`src/rtl/pipeline_pkg.sv`:
```
`default_nettype none
// ============================================================================
// Module      : pipeline_pkg
// Description : Shared constants and the state encoding for the IF-stage PC
//               sequencer.
// Revision    : 1.0 - initial release
// ============================================================================
package pipeline_pkg;

    localparam int unsigned PC_WIDTH          = 32;
    localparam logic [31:0] RESET_PC          = 32'h0000_0000;
    localparam logic [31:0] c_WORD_ALIGN_MASK = 32'hFFFF_FFFC;

    typedef enum logic [0:0] {
        ST_RUN  = 1'b0,
        ST_HOLD = 1'b1
    } pc_state_e;

endpackage
`default_nettype wire

```
`src/rtl/if_pc_next_sel.sv`:
```
`default_nettype none
// ============================================================================
// Module      : if_pc_next_sel
// Description : Next-PC priority select (pending > jump > branch > PC+4);
//               all redirect targets are forced to word alignment.
// Revision    : 1.0 - initial release
// ============================================================================
module if_pc_next_sel
    import pipeline_pkg::*;
#(
    parameter int unsigned PC_WIDTH = pipeline_pkg::PC_WIDTH
) (
    input  logic                i_pending_sel,
    input  logic [PC_WIDTH-1:0] i_pending_target,
    input  logic                i_jump,
    input  logic [PC_WIDTH-1:0] i_jump_target,
    input  logic                i_branch,
    input  logic [PC_WIDTH-1:0] i_branch_target,
    input  logic [PC_WIDTH-1:0] i_pc_plus4,
    output logic                o_req,
    output logic [PC_WIDTH-1:0] o_req_target,
    output logic [PC_WIDTH-1:0] o_next_pc
);

    localparam logic [PC_WIDTH-1:0] c_ALIGN_MASK =
        {{(PC_WIDTH-2){1'b1}}, c_WORD_ALIGN_MASK[1:0]};

    always_comb begin
        o_req        = i_jump | i_branch;
        o_req_target = (i_jump ? i_jump_target : i_branch_target) & c_ALIGN_MASK;
        o_next_pc    = i_pc_plus4;
        // A held redirect belongs to the stalled ID instruction, so it beats
        // whatever the ID-stage signals show now.
        if (i_pending_sel) begin
            o_next_pc = i_pending_target & c_ALIGN_MASK;
        end else if (o_req) begin
            o_next_pc = o_req_target;
        end
    end

endmodule
`default_nettype wire

```
`src/rtl/if_pc_redirect.sv`:
```
`default_nettype none
// ============================================================================
// Module      : if_pc_redirect
// Description : IF-stage PC sequencer with IF/ID flush generation and replay
//               of redirects that arrive while fetch is stalled.
// Revision    : 1.0 - initial release
// ============================================================================
module if_pc_redirect
    import pipeline_pkg::*;
#(
    parameter int unsigned          PC_WIDTH  = pipeline_pkg::PC_WIDTH,
    parameter logic [PC_WIDTH-1:0]  RESET_PC  = PC_WIDTH'(pipeline_pkg::RESET_PC),
    parameter int unsigned          CNT_WIDTH = 16
) (
    input  logic                 Clk,
    input  logic                 Reset,
    input  logic                 PCSrc_ID,
    input  logic [PC_WIDTH-1:0]  Branch_Target_ID,
    input  logic                 Jump_ID,
    input  logic [PC_WIDTH-1:0]  Jump_Target_ID,
    input  logic                 PCWrite,
    input  logic                 Imem_Ready,
    output logic [PC_WIDTH-1:0]  PC_IF,
    output logic [PC_WIDTH-1:0]  PC_Plus4_IF,
    output logic                 Fetch_Valid_IF,
    output logic                 IF_Flush,
    output logic                 Redirect_Pending,
    output logic [CNT_WIDTH-1:0] Redirect_Count
);

    pc_state_e             r_state;
    pc_state_e             w_state_next;
    logic [PC_WIDTH-1:0]   r_pc;
    logic [PC_WIDTH-1:0]   r_pending_target;
    logic [PC_WIDTH-1:0]   w_pc_plus4;
    logic [PC_WIDTH-1:0]   w_next_pc;
    logic [PC_WIDTH-1:0]   w_req_target;
    logic [CNT_WIDTH-1:0]  r_count;
    logic                  w_advance;
    logic                  w_req;
    logic                  w_hold;
    logic                  w_apply;

    assign w_pc_plus4 = r_pc + PC_WIDTH'(4);
    assign w_advance  = PCWrite & Imem_Ready;
    assign w_hold     = (r_state == ST_HOLD);

    if_pc_next_sel #(
        .PC_WIDTH (PC_WIDTH)
    ) u_next_sel (
        .i_pending_sel    (w_hold),
        .i_pending_target (r_pending_target),
        .i_jump           (Jump_ID),
        .i_jump_target    (Jump_Target_ID),
        .i_branch         (PCSrc_ID),
        .i_branch_target  (Branch_Target_ID),
        .i_pc_plus4       (w_pc_plus4),
        .o_req            (w_req),
        .o_req_target     (w_req_target),
        .o_next_pc        (w_next_pc)
    );

    // w_apply marks the cycle a redirect actually lands in PC_IF.
    always_comb begin
        w_state_next = r_state;
        w_apply      = 1'b0;
        case (r_state)
            ST_RUN: begin
                if (w_advance) begin
                    w_apply = w_req;
                end else if (w_req) begin
                    w_state_next = ST_HOLD;
                end
            end
            ST_HOLD: begin
                if (w_advance) begin
                    w_apply      = 1'b1;
                    w_state_next = ST_RUN;
                end
            end
            default: w_state_next = ST_RUN;
        endcase
        if (Reset) begin
            w_apply      = 1'b0;
            w_state_next = ST_RUN;
        end
    end

    always_ff @(posedge Clk) begin
        if (Reset) begin
            r_state          <= ST_RUN;
            r_pc             <= RESET_PC;
            r_pending_target <= '0;
            r_count          <= '0;
        end else begin
            r_state <= w_state_next;
            if (w_advance) begin
                r_pc <= w_next_pc;
            end
            if (!w_hold && !w_advance && w_req) begin
                r_pending_target <= w_req_target;
            end
            if (w_apply && (r_count != '1)) begin
                r_count <= r_count + CNT_WIDTH'(1);
            end
        end
    end

    assign PC_IF            = r_pc;
    assign PC_Plus4_IF      = w_pc_plus4;
    assign IF_Flush         = w_apply;
    assign Fetch_Valid_IF   = w_advance & ~w_apply & ~Reset;
    assign Redirect_Pending = w_hold;
    assign Redirect_Count   = r_count;

endmodule
`default_nettype wire

```
`config.mk`:
```
export PLATFORM = sky130hd
export DESIGN_NAME = if_pc_redirect
export DESIGN_NICKNAME = d
export VERILOG_FILES = /design/src/rtl/pipeline_pkg.sv /design/src/rtl/if_pc_next_sel.sv /design/src/rtl/if_pc_redirect.sv
export SDC_FILE = /design/constraint.sdc
export NUM_CORES = 1
export LEC_CHECK = 0
export ABC_AREA = 1
export CELL_PAD_IN_SITES_DETAIL_PLACEMENT = 0
export CELL_PAD_IN_SITES_GLOBAL_PLACEMENT = 2
export CORE_ASPECT_RATIO = 1.1
export CORE_UTILIZATION = 25
export CTS_CLUSTER_SIZE = 40
export DETAILED_ROUTE_END_ITERATION = 10
export GPL_TIMING_DRIVEN = 0
export PLACE_DENSITY_LB_ADDON = 0.1
export SLEW_MARGIN = 40
export SYNTH_ARGS = -nofsm -noshare
export SYNTH_HDL_FRONTEND = slang
export SYNTH_SLANG_ARGS = --single-unit
```
`constraint.sdc`:
```
create_clock -name Clk -period 1.9 [get_ports Clk]
set_clock_uncertainty 0.2 [all_clocks]
set_input_delay 0.285 -clock Clk [delete_from_list [all_inputs] [get_ports Clk]]
set_output_delay 0.285 -clock Clk [all_outputs]
set_load 0.02 [all_outputs]
```
==> results by group <==
Cells and area
  – Final Util: 42.1%
  – Layout area overhead: 62.6%
  – N_diodes: 0
  – Post-Layout Cell Count: 1170
  – Layout cells sized above 1: 28.8%
  – Nets: 994

Floorplan
  – Die Wd: 135 µm
  – CORE AREA: 18700 µm²
  – Die area: 19900 µm²
  – Die Y: 148 µm
  – Core Rows: 52
  – Initial core utilization: 25.9%
  – I/O pin count: 153

Worst setup path
  – Worst setup path class: register to output port
  – Crit path cell chain: ha_4, nand2_4, nor2_8, nand2_8, nor2_4, nand2_1, nand2_1, nand2_2, buf_6
  – CP max stage delay: 0.38 ns
  – CP Capture Type: output port
  – CP top delay family: simple AND/OR/NAND/NOR gates
  – Crit Path Max Fanout: 4
  – WP depth: 9
  – FF-to-FF path depth: 11
  – Crit-path most repeated cell: nand2_1
  – Critical-path top delay cell: dfxtp_4
  – WP data arrival: 1.76 ns
  – WP data required: 1.41 ns
  – Startpoint types: register
  – Buf/Inv on CP: 1

Logic synthesis
  – Post-Syn Area per Cell: 6.81 µm²
  – Synth top area cells: dfxtp_1 32%, nand2_1 16%, a21oi_1 6.7%
  – Post-synth ARST share: 0%
  – Cell area after synthesis: 4830 µm²
  – Post-synth EDFFs: 0
  – Top-area cell type share of the netlist area: 31.9%
  – Synth cell types: 39
  – Seq/Total Area, Yosys: 31.9%
  – Synth Register Bits: 77
  – Top FF cell, synth: dfxtp_1
  – Most frequent cell after synthesis: nand2_1
  – Synth area leader: dfxtp_1
  – Mapped Cells: 710
  – Syn. warnings: 0
  – Most frequent cells after synthesis: 204 x nand2_1, 77 x dfxtp_1, 68 x nor2_1, 65 x a21oi_1, 56 x o21ai_0

Drt
  – Residual DRC: 0
  – Drt first pass iters: 5
  – Per-cell routed wire length: 16.4 µm
  – DR iter-0 viols: 340
  – Final WL: 19200 µm
  – Via count: 5441
  – Post-route ant nets: 0
  – Vias per cell: 4.65

Placed design
  – Port Buffers: 143
  – Placed Cells: 1099
  – GPL Wtd Cong: 0.840
  – Setup WS pre-CTS: -0.617 ns
  – Detailed Place HPWL: 14600 µm

STA
  – Worst slew pin tran: 0.790 ns
  – WHS: 0.255 ns
  – RSZ-0062 raised after global routing: yes
  – Final period utilization: 118%
  – Final min period: 2.24 ns
  – Final setup slack of the worst path: -0.342 ns
  – Max Slew Vio Count: 0
  – Endpoints failing setup: 27
  – Max-slew headroom: 47.3%
  – Peak Freq: 0.446 GHz
  – Final hold vios: 0

GRT
  – Global-route wire length before repair: 28600 µm
  – Vias in the first global route: 5180
  – Initial antenna violation count: 0
  – Largest net degree at the start of global routing: 13
  – GRT Util Overall: 19.3%
  – Gr ovfl total: 0

Pwr
  – Lkg Pwr: 3.35 nW
  – Pwr Density: 637 nW/µm²
  – Peak supply drop: 0.000431 V

Status
  – Status: finished, violations left
  – Failing checks: negative setup slack

CTS
  – Sink Count: 77
  – CTS Buf Count: 9
  – Clk_lat worst skew: 0.34 ns
  – H-tree level count: 3
  – Clock Tree Root: clkbuf_16
  – Clock tree from TritonCTS: built
  – Worst-path clk slew: 0.06 ns
  – Clk buf depth: 2

Min path
  – Worst Hold Class: register to register
  – Hold depth: 2

Job
  – # Max-Cap Violations: 0
report_power, final:
group          internal (mW)  total [mW]  switching, mW
Sequential              1.72        1.82          0.102
Combinational          0.530        1.15          0.620
Clock                   1.32        2.03          0.715
Total                   3.57        5.00           1.44
path summary, 6_finish.rpt:
path | startpoint | to | slack [ns]
setup / recovery | PC_IF[2]$_SDFFE_PP0N_ | PC_Plus4_IF[26] | -0.34
hold / removal | r_pending_target[18]$_SDFFE_PP0P_ | r_pending_target[18]$_SDFFE_PP0P_ | 0.25
setup reg to reg | PC_IF[2]$_SDFFE_PP0N_ | PC_IF[24]$_SDFFE_PP0N_ | 0.05
hold reg to reg | r_pending_target[18]$_SDFFE_PP0P_ | r_pending_target[18]$_SDFFE_PP0P_ | 0.25
tightest hold or removal path, stage by stage, from the launching register on:
cell and delay (ns):
dfxtp_1 0.30, inv_1 0.06, a21oi_1 0.05
final cells by class:
class,instances,area [µm²]
Inverter,59,233
Clock buffer,12,246
Tap cell,243,304
Buffer,34,201
Timing Repair Buffer,198,1920
Multi-Input combinational cell,543,3230
Fill cell,1937,10800
Sequential cell,77,1630
Clock inverter,4,95.1
cells by family after synthesis:
kind of cell,after synthesis,share of synthesized area (%)
muxes,17,3.91
and+or+nand+nor,336,31.9
other,1,0.0776
xor gates and xnor gates,25,5.31
DFF,77,31.9
AOI/OAI and AO/OA,159,18.0
buffers and inverters,93,8.39
adders and majority gates,2,0.518
sequential cells by signal, indices dropped and copies added (netlist names):
signal	flops
PC_IF	30
Redirect_Pending	1
Redirect_Count	16
r_pending_target	30
cell usage in the layout (no fill, tap or decap), types with 8 or more instances in the layout:
master and instances:
nor2_1 55, a211oi_1 18, a21oi_1 65, nand2_2 25, buf_2 8, clkbuf_16 9
dfxtp_1 46, dlygate4sd2_1 23, buf_4 57, dfxtp_4 20, nand2_1 183, clkdlybuf4s50_1 79
nor2_4 15, xor2_1 8, nor2_2 9, buf_6 37, mux2_2 15, o21ai_0 56
nand2_4 8, clkbuf_1 12, dfxtp_2 11, inv_1 48, nand3_1 15, dlymetal6s2s_1 8
nand3b_1 9
metrics by stage:
stage          power, mW  instance area [µm²]  TNS [ns]
5_1_grt             5.23                 7860     -9.11
2_1_floorplan       2.38                 4860         0
4_1_cts             4.98                 7350     -7.36
3_5_place_dp        2.88                 6600    -39.09
6_report            5.00                 7860     -6.98
3_3_place_gp        2.87                 6600    -38.36
layer usage:
layer / track usage, % / share of wire [%] / vias up
li1: - / - / 2731
met1: 23.5 / 43 / 2522
met2: 33.6 / 50 / 161
met3: 2.85 / 4.3 / 27
met4: 8.26 / 2.6 / 0
met5: 0 / 0 / -
repair_timing:
action	CTS	global route
setup buffers	25	31
hold buffers	0	0
resized for setup	272	78
endpoints found under the setup margin	113	79
pin swaps	27	30
(Power assumes the default switching activity.)
